<file path="config.mk">
export PLATFORM = sky130hd
export DESIGN_NAME = mult_seq
export DESIGN_NICKNAME = d
export VERILOG_FILES = /design/src/rtl/mult_pkg.sv /design/src/rtl/mult_seq_control.sv /design/src/rtl/mult_seq.sv
export SDC_FILE = /design/constraint.sdc
export NUM_CORES = 1
export LEC_CHECK = 0
export CAP_MARGIN = 10
export CORE_ASPECT_RATIO = 1.1
export CORE_MARGIN = 2
export CORE_UTILIZATION = 60
export CTS_CLUSTER_DIAMETER = 120
export DETAILED_ROUTE_END_ITERATION = 10
export PLACE_DENSITY = 0.89
export RECOVER_POWER = 100
export SETUP_SLACK_MARGIN = 0.3
export SLEW_MARGIN = 15
export SYNTH_ARGS = -nofsm -noshare
export SYNTH_HDL_FRONTEND = slang
export SYNTH_SLANG_ARGS = --single-unit
export TNS_END_PERCENT = 1
</file>
<file path="constraint.sdc">
create_clock -name clock -period 11.6 [get_ports clock]
set_clock_uncertainty 0.2 [all_clocks]
set_input_delay 2.9 -clock clock [delete_from_list [all_inputs] [get_ports clock]]
set_output_delay 2.9 -clock clock [all_outputs]
set_load 0.005 [all_outputs]
</file>
<file path="src/rtl/mult_pkg.sv">
// rtl/mult_pkg.sv - shared state type and sizing helper for the sequential multiplier
package mult_pkg;

    typedef enum logic [1:0] {
        ST_IDLE = 2'd0,
        ST_RUN  = 2'd1,
        ST_FIX  = 2'd2
    } state_t;

    // Iteration counter width; never narrower than one bit.
    function automatic int cnt_width(input int width);
        return (width < 2) ? 1 : $clog2(width);
    endfunction

endpackage

</file>
<file path="src/rtl/mult_seq_control.sv">
// rtl/mult_seq_control.sv - FSM and iteration counter driving the multiplier datapath selects
module mult_seq_control
    import mult_pkg::*;
#(
    parameter int WIDTH = 32
) (
    input  logic clock,
    input  logic reset,
    input  logic i_start,
    input  logic i_neg_req,
    input  logic i_lsb,
    output logic o_load,
    output logic o_add_en,
    output logic o_shift,
    output logic o_negate,
    output logic o_busy,
    output logic o_done
);

    localparam int CW = cnt_width(WIDTH);
    localparam logic [CW-1:0] LAST_COUNT = CW'(WIDTH - 1);

    state_t          r_state;
    state_t          w_next_state;
    logic [CW-1:0]   r_count;
    logic            r_neg;
    logic            r_busy;
    logic            r_done;
    logic            w_accept;
    logic            w_last;

    assign w_accept = (r_state == ST_IDLE) && i_start;
    assign w_last   = (r_state == ST_RUN) && (r_count == LAST_COUNT);

    // Next-state selection: accept only from IDLE, leave RUN after the final iteration, FIX lasts one cycle.
    always_comb begin
        w_next_state = r_state;
        case (r_state)
            ST_IDLE: if (i_start) w_next_state = ST_RUN;
            ST_RUN:  if (w_last)  w_next_state = ST_FIX;
            ST_FIX:  w_next_state = ST_IDLE;
            default: w_next_state = ST_IDLE;
        endcase
    end

    // State, counter, sign flag and registered handshake outputs.
    always_ff @(posedge clock) begin
        if (reset) begin
            r_state <= ST_IDLE;
            r_count <= '0;
            r_neg   <= 1'b0;
            r_busy  <= 1'b0;
            r_done  <= 1'b0;
        end else begin
            r_state <= w_next_state;
            r_done  <= w_last;
            if (w_accept) begin
                r_count <= '0;
                r_neg   <= i_neg_req;
                r_busy  <= 1'b1;
            end else if (r_state == ST_RUN) begin
                r_count <= r_count + 1'b1;
            end else if (r_state == ST_FIX) begin
                r_neg   <= 1'b0;
                r_busy  <= 1'b0;
            end
        end
    end

    assign o_load   = w_accept;
    assign o_shift  = (r_state == ST_RUN);
    assign o_add_en = (r_state == ST_RUN) && i_lsb;
    assign o_negate = (r_state == ST_FIX) && r_neg;
    assign o_busy   = r_busy;
    assign o_done   = r_done;

endmodule

</file>
<file path="src/rtl/mult_seq.sv">
// rtl/mult_seq.sv - parametrised shift-add multiplier with signed/unsigned mode and start/busy/done handshake
module mult_seq
    import mult_pkg::*;
#(
    parameter int WIDTH = 32
) (
    input  logic                 clock,
    input  logic                 reset,
    input  logic                 start,
    input  logic                 signed_mode,
    input  logic [WIDTH-1:0]     multiplicand,
    input  logic [WIDTH-1:0]     multiplier,
    output logic                 busy,
    output logic                 done,
    output logic [2*WIDTH-1:0]   product
);

    logic [WIDTH-1:0]   r_mcand;
    logic [2*WIDTH-1:0] r_prod;

    logic               w_a_neg;
    logic               w_b_neg;
    logic [WIDTH-1:0]   w_mag_a;
    logic [WIDTH-1:0]   w_mag_b;
    logic               w_load;
    logic               w_add_en;
    logic               w_shift;
    logic               w_negate;
    logic [WIDTH:0]     w_sum;
    logic [2*WIDTH-1:0] w_shifted;
    logic [2*WIDTH-1:0] w_negated;

    // Magnitudes are unsigned WIDTH bits, so the most-negative operand maps cleanly to 2^(WIDTH-1).
    assign w_a_neg = signed_mode & multiplicand[WIDTH-1];
    assign w_b_neg = signed_mode & multiplier[WIDTH-1];
    assign w_mag_a = w_a_neg ? -multiplicand : multiplicand;
    assign w_mag_b = w_b_neg ? -multiplier   : multiplier;

    // Upper half plus optional multiplicand, keeping the carry so the shift can bring it in.
    assign w_sum     = {1'b0, r_prod[2*WIDTH-1:WIDTH]} + (w_add_en ? {1'b0, r_mcand} : '0);
    assign w_shifted = {w_sum, r_prod[WIDTH-1:1]};
    assign w_negated = -r_prod;

    mult_seq_control #(
        .WIDTH (WIDTH)
    ) u_control (
        .clock     (clock),
        .reset     (reset),
        .i_start   (start),
        .i_neg_req (w_a_neg ^ w_b_neg),
        .i_lsb     (r_prod[0]),
        .o_load    (w_load),
        .o_add_en  (w_add_en),
        .o_shift   (w_shift),
        .o_negate  (w_negate),
        .o_busy    (busy),
        .o_done    (done)
    );

    // Product register: load magnitudes on accept, add-and-shift in RUN, sign fix-up in FIX.
    always_ff @(posedge clock) begin
        if (reset) begin
            r_prod  <= '0;
            r_mcand <= '0;
        end else if (w_load) begin
            r_prod  <= {{WIDTH{1'b0}}, w_mag_b};
            r_mcand <= w_mag_a;
        end else if (w_shift) begin
            r_prod  <= w_shifted;
        end else if (w_negate) begin
            r_prod  <= w_negated;
        end
    end

    // The fixed-up value is shown during the done cycle and written back at its end, so it never moves afterwards.
    assign product = w_negate ? w_negated : r_prod;

endmodule

</file>
Word-level counts from Yosys, hierarchy flattened
Cells that the tools add are included.

Latch bits: 0. Memory bits (writable): 0. Flip-flop bits (word level): 106. Word-level logic and storage cells: 44. Memories: 0. ROM bits: 0.

Bitwise operators: 3. Reduce and logical (&&, ||, !) cells: 9. Shifts and indexed selects: 0. Mux-type cells: 13. Multipliers: 0. Divide/modulo/power cells: 0. Equal/unequal tests: 6. Order comparisons: 0. Add/sub/neg operators: 5.

Operators by type and width (count): 32-bit 2-to-1 mux (4); 64-bit 2-to-1 mux (2); 32-bit negator (2); 64-bit negator (1); 32-bit by 32-bit adder with 33-bit output (1); 5-bit by 1-bit adder with 5-bit output (second input constant) (1); 5-bit equality test (second input constant) (1); 1-bit logical AND (4); 1-bit 2-to-1 mux (4); 2-bit 2-to-1 mux (2); 2-bit != test (second input constant) (2); 2-bit case mux with 2 select lines (1); 2-bit AND reduction (2); 1-bit bitwise AND (2); 2-bit by 1-bit equality test with 1-bit output (second input constant) (1); 2-bit equality test (second input constant) (1); 2-bit zero test (1); 2-bit by 1-bit != test with 1-bit output (second input constant) (1); 2-bit nonzero test (1); 2-bit OR reduction (1); 1-bit XOR (1).

Longest topological paths before layout
Depth after elaboration: 6. Depth in mapped cells: 15. Mapped depth without buffers: 12.

By module
A second synthesis with hierarchy kept.

Cell total of the unflattened synthesis: 1108. Area total of the unflattened synthesis: 8444.3 um^2.

By module, submodules not included: mult_seq (area each 8025.2 um^2, cells each 1062, sequential area each 1921.8 um^2, instances 1); mult_seq_control (area each 419.2 um^2, cells each 46, sequential area each 200.2 um^2, instances 1).

Least setup slack after synthesis
Ideal clock, no wire load.

Path kind: register -> output. Start: register r_prod[14]. End: output port product[58]. Stages on the path, launching flop included: 8. Required time: 8500 ps. Setup slack: 6257 ps. Path buffers: 1. Arrival time: 2243 ps. Cells stage by stage: dfxtp_1 -> or4_4 -> nand4bb_1 -> buf_2 -> or4_4 -> nor4_2 -> a21oi_1 -> xor2_1.

Cells in the longest elaborated chain, start to end: 2.

Ends and longest elaborated chain: start: declaration (RTL line mult_seq.sv:19) `logic [2*WIDTH-1:0] r_prod;`; start signal: assignment (RTL line mult_seq.sv:66) `r_prod <= {{WIDTH{1'b0}}, w_mag_b};`; start signal: assignment (RTL line mult_seq.sv:69) `r_prod <= w_shifted;`; start signal: assignment (RTL line mult_seq.sv:71) `r_prod <= w_negated;`; 64-bit negator (RTL line mult_seq.sv:42) `assign w_negated = -r_prod;`; 64-bit 2-to-1 mux; end: declaration (RTL line mult_seq.sv:15) `output logic [2*WIDTH-1:0] product`.

No other way between the ends.

Worst setup path after layout
Start: input port reset. End: register r_prod[48].

Cells in the longest elaborated chain, start to end: 1.

Ends and longest elaborated chain: start: declaration (RTL line mult_seq.sv:8) `input logic reset,`; 2-bit OR reduction (no source line).

No other way between the ends. A chain may end at the register's enable or synchronous reset.

==> summary.md <==
| Metric | Value |
|---|---|
| Mapped Nets | roughly 1200 |
| MaxCap Viol Count | 3 |
| Slew Limit Fails | 127 |
| CP delay by family, top | buffers and inverters |
| Syn Area/Cell | between 7 and 8 um2 |
| Switching share of power | 0.308 |
| Global-route wire length before repair | approximately 41000 um |
| Most frequent cell on the critical path | clkbuf_1 |
| Fin. Hold Viols | 0 |
| Core Rows | 45 |
| CTS Buf Count | 9 |
| Synth area leader | dfxtp_1 |
| Routability cong. | ~1.0 |
| Buf+Inv Stages, Crit Path | 3 |
| Sink Count | about 110 |
| Required @ worst endpoint | between 10 and 15 ns |
| Area delta synth->final | 20.2% |
| CP Data Arrival Time | 7.81 ns |
| DRT iter0 DRCs | between 1000 and 1500 |
| Vias in the first global route | ~8300 |
| Core area | about 0.014 mm2 |
| Post-synth EDFFs | 0 |
| M1 wire length | between 10000 and 15000 um |
| H-tree depth | 3 |
| Uppermost layer routed | met4 |
| Area share of the largest cell type after synthesis | 0.252 |
| Clock share of power | 0.360 |
| Met2 wire length | 11900 um |
| Slew margin rel. | -0.700 |
| Setup TNS | 0 ns |
| Initial antenna violation count | 0 |
| Internal power | around 0.71 mW |
| Synth top area cells | dfxtp_1 25%, xor2_1 7.8%, xnor2_1 7.2% |
| Worst-skew pair later-pin latency | approximately 0.36 ns |
| Share of cells above drive strength 1 | 0.0285 |
| Non-filler instance count after layout | approximately 1400 |
| Die extent in y | roughly 130 um |
| Failing checks | capacitance limit, slew limit |
| ANT cells | 0 |
| Highest net fanout along the worst path | 56 |
| Period utilization | 0.670 |
| Clk root buf | clkbuf_16 |
| Critical path endpoint category | flip-flop |
| Cell Area, Synth | 0.00842 mm2 |
| Die Area | approximately 0.015 mm2 |
| Post-CTS sizing | 0 |
| GRT Total Usage | 0.341 |
| Seq/Total Area, Yosys | 0.252 |
| Net Sw Power | ~0.32 mW |
| PwrDens | ~100 mW/mm2 |
| Yosys reg bits | between 100 and 150 |
| DR WL/cell | 18.1 um |
| Routed Wire Length | 25600 um |
| Met3 WL | between 2000 and 2500 um |
| Status | finished, violations left |
| Critical Path Max Stage Delay | between 1.5 and 2 ns |
| Largest net degree at the start of global routing | a little over 80 |
| CP Class | primary input to flip-flop |
| Post-DRT Antenna Nets | 0 |
| Post-synth cell types | 66 |
| Layout Nets | between 1000 and 1500 |
| Initial Util | 0.613 |
| Hold Buf Count CTS | 0 |
| CTS tree | done |
| Critical path's slowest cell | clkbuf_1 |
| Reg clk slew, reported paths | about 0.07 ns |
| Via count | 9036 |
| Post-CTS setup buffer count | 0 |
| I/O pin total | approximately 130 |
| DRC viols | 0 |
| RSZ-0062 raised after global routing | false |
| Flop pwr share | 0.403 |
| Yosys Warn Count | 0 |
| Synth Instances | 1141 |
| Via density | between 6 and 7 |
| Post-DP HPWL | ~19000 um |
| Leak | between 4 and 5 nW |
| Top_reg_cell synth | dfxtp_1 |
| VDD IR max | just over 0.08 mV |
| Startpoint Class | primary input |
| Crit-path cells | buf_2 > clkbuf_1 > or2_2 > clkbuf_1 > nor2_1 > nand2_1 > o21ai_0 |
| Port Buf Inserts | approximately 130 |
| Combinational share of power | 0.238 |
| Maximum clock rate | 0.129 GHz |
| Clk buf depth | 2 |
| Die X | between 100 and 150 um |
| First-pass iteration count of the detailed router | 5 |
| Inst Count DP | approximately 1400 |
| Least-Margin Pin Slew | ~2.5 ns |
| Post-synth ARST share | 0 |
| Utilization after layout | 0.736 |
| HP Class | flip-flop to flip-flop |
| Final setup vio count | 0 |
| Gr ovfl total | 0 |
| Tmin final | about 7.8 ns |
cells in the final DEF, fill, tap and decap left out, drive strengths merged, types with 37 or more instances in the layout:
| master | netlist | final |
|---|---|---|
| nor2 | 158 | 158 |
| nand2 | 107 | 107 |
| dfxtp | 106 | 106 |
| a21oi | 92 | 92 |
| xor2 | 75 | 75 |
| xnor2 | 69 | 69 |
| clkdlybuf4s50 | 0 | 67 |
| dlygate4sd3 | 0 | 65 |
| o21ai | 52 | 52 |
| and3 | 43 | 43 |
| nor3 | 41 | 41 |
| ha | 37 | 37 |
stage by stage:
| stage | power, mW | worst slack, ns | instance area [um2] | hold slack [ns] |
|---|---|---|---|---|
| 6_report | 1.03 | 3.83 | 10100 | 0.255 |
| 5_1_grt | 1.07 | 3.58 | 10100 | 0.290 |
| 4_1_cts | 1.03 | 4.68 | 10100 | 0.254 |
| 3_5_place_dp | 0.667 | 5.34 | 9780 | 0.237 |
| 3_3_place_gp | 0.662 | 5.38 | 9780 | 0.230 |
| 2_1_floorplan | 0.564 | 6.26 | 8420 | 0.217 |
state kept, by name, indices dropped and copies added (netlist names):
name	cells
u_control.o_done	1
u_control.r_count	5
u_control.o_busy	1
u_control.r_neg	1
u_control.r_state	2
r_prod	64
r_mcand	32
synthesized netlist by cell type, types with 4 or more instances:
cell type    n
o21bai_1     6
nor2_1     157
nand2_1    107
nor2b_1      4
ha_1        37
nor3b_1      4
mux2i_1      5
a311oi_1     8
or3_1       24
nand3_1     20
nand4_1      7
a21o_1      18
o41ai_1      5
nand2b_1     5
o31ai_1     25
or4_1        6
a21oi_1     92
a221oi_1     4
a211oi_1    36
a31oi_1     11
xor2_1      75
o21ai_0     50
xnor2_1     69
or2_2        6
clkbuf_1    56
nor3_1      41
nor4_1      13
and2_1       7
and3_1      43
o32ai_1     13
inv_1       22
dfxtp_1    106
buf_1        8
logic make-up (layout without fill, tap and decap cells):
logic type | count (synthesis) | in the layout | share of synthesized area
simple gates | 461 | 461 | 0.263
flops | 106 | 106 | 0.252
xor+xnor | 144 | 144 | 0.150
compound gates | 298 | 298 | 0.230
mux | 6 | 6 | 0.00729
buf+inv | 88 | 177 | 0.0398
fa+ha+maj | 38 | 38 | 0.0574
worst register-to-register path, stage by stage, from the launching register on:
cell,delay (ns)
dfxtp_1,0.38
nor3_2,0.19
buf_4,0.59
or2_2,0.22
clkbuf_1,1.57
nor2_1,0.77
nand2_1,0.26
o21ai_0,0.10
cell type report:
| type | count | area, um2 |
|---|---|---|
| flip-flops and latches | 106 | 2120 |
| fillers | 1120 | 3620 |
| well taps | 188 | 235 |
| repair buffers | 139 | 1360 |
| clock buffers | 10 | 239 |
| clock inverters | 6 | 119 |
| multi-input cells | 947 | 5950 |
| inverters | 22 | 82.6 |
power by group through the flow:
| stage | Clock, mW | Sequential, mW | Combinational (mW) |
|---|---|---|---|
| CTS | 0.370 | 0.413 | 0.248 |
| global placement | 0 | 0.421 | 0.241 |
| floorplan | 0 | 0.414 | 0.150 |
| global route | 0.382 | 0.418 | 0.268 |
| finish | 0.370 | 0.415 | 0.245 |
| detailed placement | 0 | 0.422 | 0.245 |
path summary, 6_finish.rpt:
kind                        startpoint           to  slack [ns]  depth (start not counted)
hold / removal             r_mcand[29]  r_mcand[29]        0.26                          2
setup / recovery                 reset   r_prod[48]        3.83                          7
hold reg to reg            r_mcand[29]  r_mcand[29]        0.26                          2
setup reg to reg  u_control.r_state[1]   r_prod[48]        7.20                          7
routing by layer:
metal	global-route usage	vias up
met4	0.134	0
li1	-	4283
met3	0.0322	67
met2	0.548	477
met1	0.470	4209
met5	0	-
(Power assumes the default switching activity.)
==> RTL edit (config.mk and constraints unchanged) <==
Compare `r_count` against `LAST_COUNT` with >= in place of ==.
--- a/src/rtl/mult_seq_control.sv
+++ b/src/rtl/mult_seq_control.sv
@@ -30,7 +30,7 @@
     logic            w_last;
 
     assign w_accept = (r_state == ST_IDLE) && i_start;
-    assign w_last   = (r_state == ST_RUN) && (r_count == LAST_COUNT);
+    assign w_last   = (r_state == ST_RUN) && (r_count >= LAST_COUNT);
 
     // Next-state selection: accept only from IDLE, leave RUN after the final iteration, FIX lasts one cycle.
     always_comb begin
Behaviour: no difference found for any inputs over 4 cycles, from zero or initial values and one cycle with reset high; that may be too few to reach the edited logic, so the function may still have changed.
==> RTL edit against the original RTL <==
Area after synthesis rose by 0.94%; wire length down 3.6%; worst setup slack improved by 0.037 ns; sequential cell count stayed put; largest cell class unchanged; the flow still finishes with violations (capacitance limit, slew limit); critical path type unchanged; clock power fell by 19%; power shrank 5.8%; critical endpoint is now r_prod[49]; design area is 0.17% lower; via count down 2.7%.
==> RTL edit: results (changes against the original RTL) <==
Total Wirelength 24.7 mm (-3.6%); syn_nets 1236 (-0.88%); internal power 0.657 mW (-7.9%); M1 wire length 10.8 mm (+0.78%); failing checks capacitance limit, slew limit; Syn Inst Count 1130 (-0.96%); share of layout cells above drive strength 1 2.80% (-0.045 points); Global Route Usage Sum 32.7% (-1.4 points); vias in the first global route 8006 (-3.3%); sequential cell area share 21.0% (+0.036 points); final-layout clock-cell area share 2.75% (-0.79 points); fin nets 1317 (-1.1%); Detail Placement HPWL 18.6 mm (-2.3%); inverter count 21 (-4.5%); Final Non-Filler Cells 1402 (-1.1%); largest cells by area after synthesis dfxtp_1, xnor2_1, xor2_1, nor2_1, ha_1; metal2 WL 11.3 mm (-4.8%); max-cap viol count 3 (unchanged); most frequent cells after synthesis nor2_1, dfxtp_1, a21oi_1, nand2_1, xnor2_1; CP max FO 78 (+39%); CP arrival 7.75 ns (-0.06 ns); YS warnings 0 (unchanged); pre-CTS setup slack 4.81 ns (-0.532 ns); first-pass GRT wire length 40.6 mm (-0.44%); Yosys top cell area share 25.0% (-0.23 points); comb_multi_in 935 (-1.3%); clock buffer count 11 (+1); # fillers 1090 (-2.7%); M3 GR Usage 4.12% (+0.91 points); Detail Route met3 WL 1.88 mm (-9.4%); via count 8795 (-2.7%); Clock group 0.300 mW (-19%); RD Place Congestion 0.983 (-6.0%); Die W 117 um (+0.45%); bufs w/o clock 138 (-0.72%); Iter 0 DRT Violations 939 (-6.2%); run status finished, violations left; area occupied by multi-input gates 6030 um^2 (+1.2%); placed cell area 9850 um^2 (+0.67%); largest net degree at the start of global routing 79 (-2.5%); met1 Use GR 45.0% (-2.0 points); Static Leak 4.31 nW (-1.2%); Max Slew Vio Count 152 (+20%); Distinct cells, synth 60 (-9.1%); Peak VDD IR 0.0735 mV (-12%); Final Cell Area 10100 um^2 (-0.17%); non-clk buf share 13.4% (-0.051 points)
==> RTL edit: worst max-delay path: stages <==
cell and delay [ns]:
dlygate4sd3_1 0.52, inv_1 0.07, nor3_1 0.17, clkbuf_1 2.28, nor2_1 0.86, nand2_1 0.75, o21ai_0 0.19
==> RTL edit: cell families (layout without fill, tap and decap cells) <==
group | Yosys count | count (layout) | synth area share, %
buffers and inverters | 89 | 173 | 3.98
AOI/OAI and AO/OA | 310 | 310 | 23.9
DFF | 106 | 106 | 25.0
muxes | 15 | 15 | 1.86
and+or+nand+nor | 428 | 428 | 24.7
adders and majority gates | 38 | 38 | 5.69
xor gates and xnor gates | 144 | 144 | 14.8
==> RTL edit: worst paths after layout <==
path	from	end	slack, ns	cells past startpoint
worst max-delay path	start	r_prod[49]	3.86	7
worst min-delay path	r_mcand[25]	r_mcand[25]	0.26	2
worst max register to register	u_control.r_state[0]	r_prod[49]	6.54	5
worst min register to register	r_mcand[25]	r_mcand[25]	0.26	2
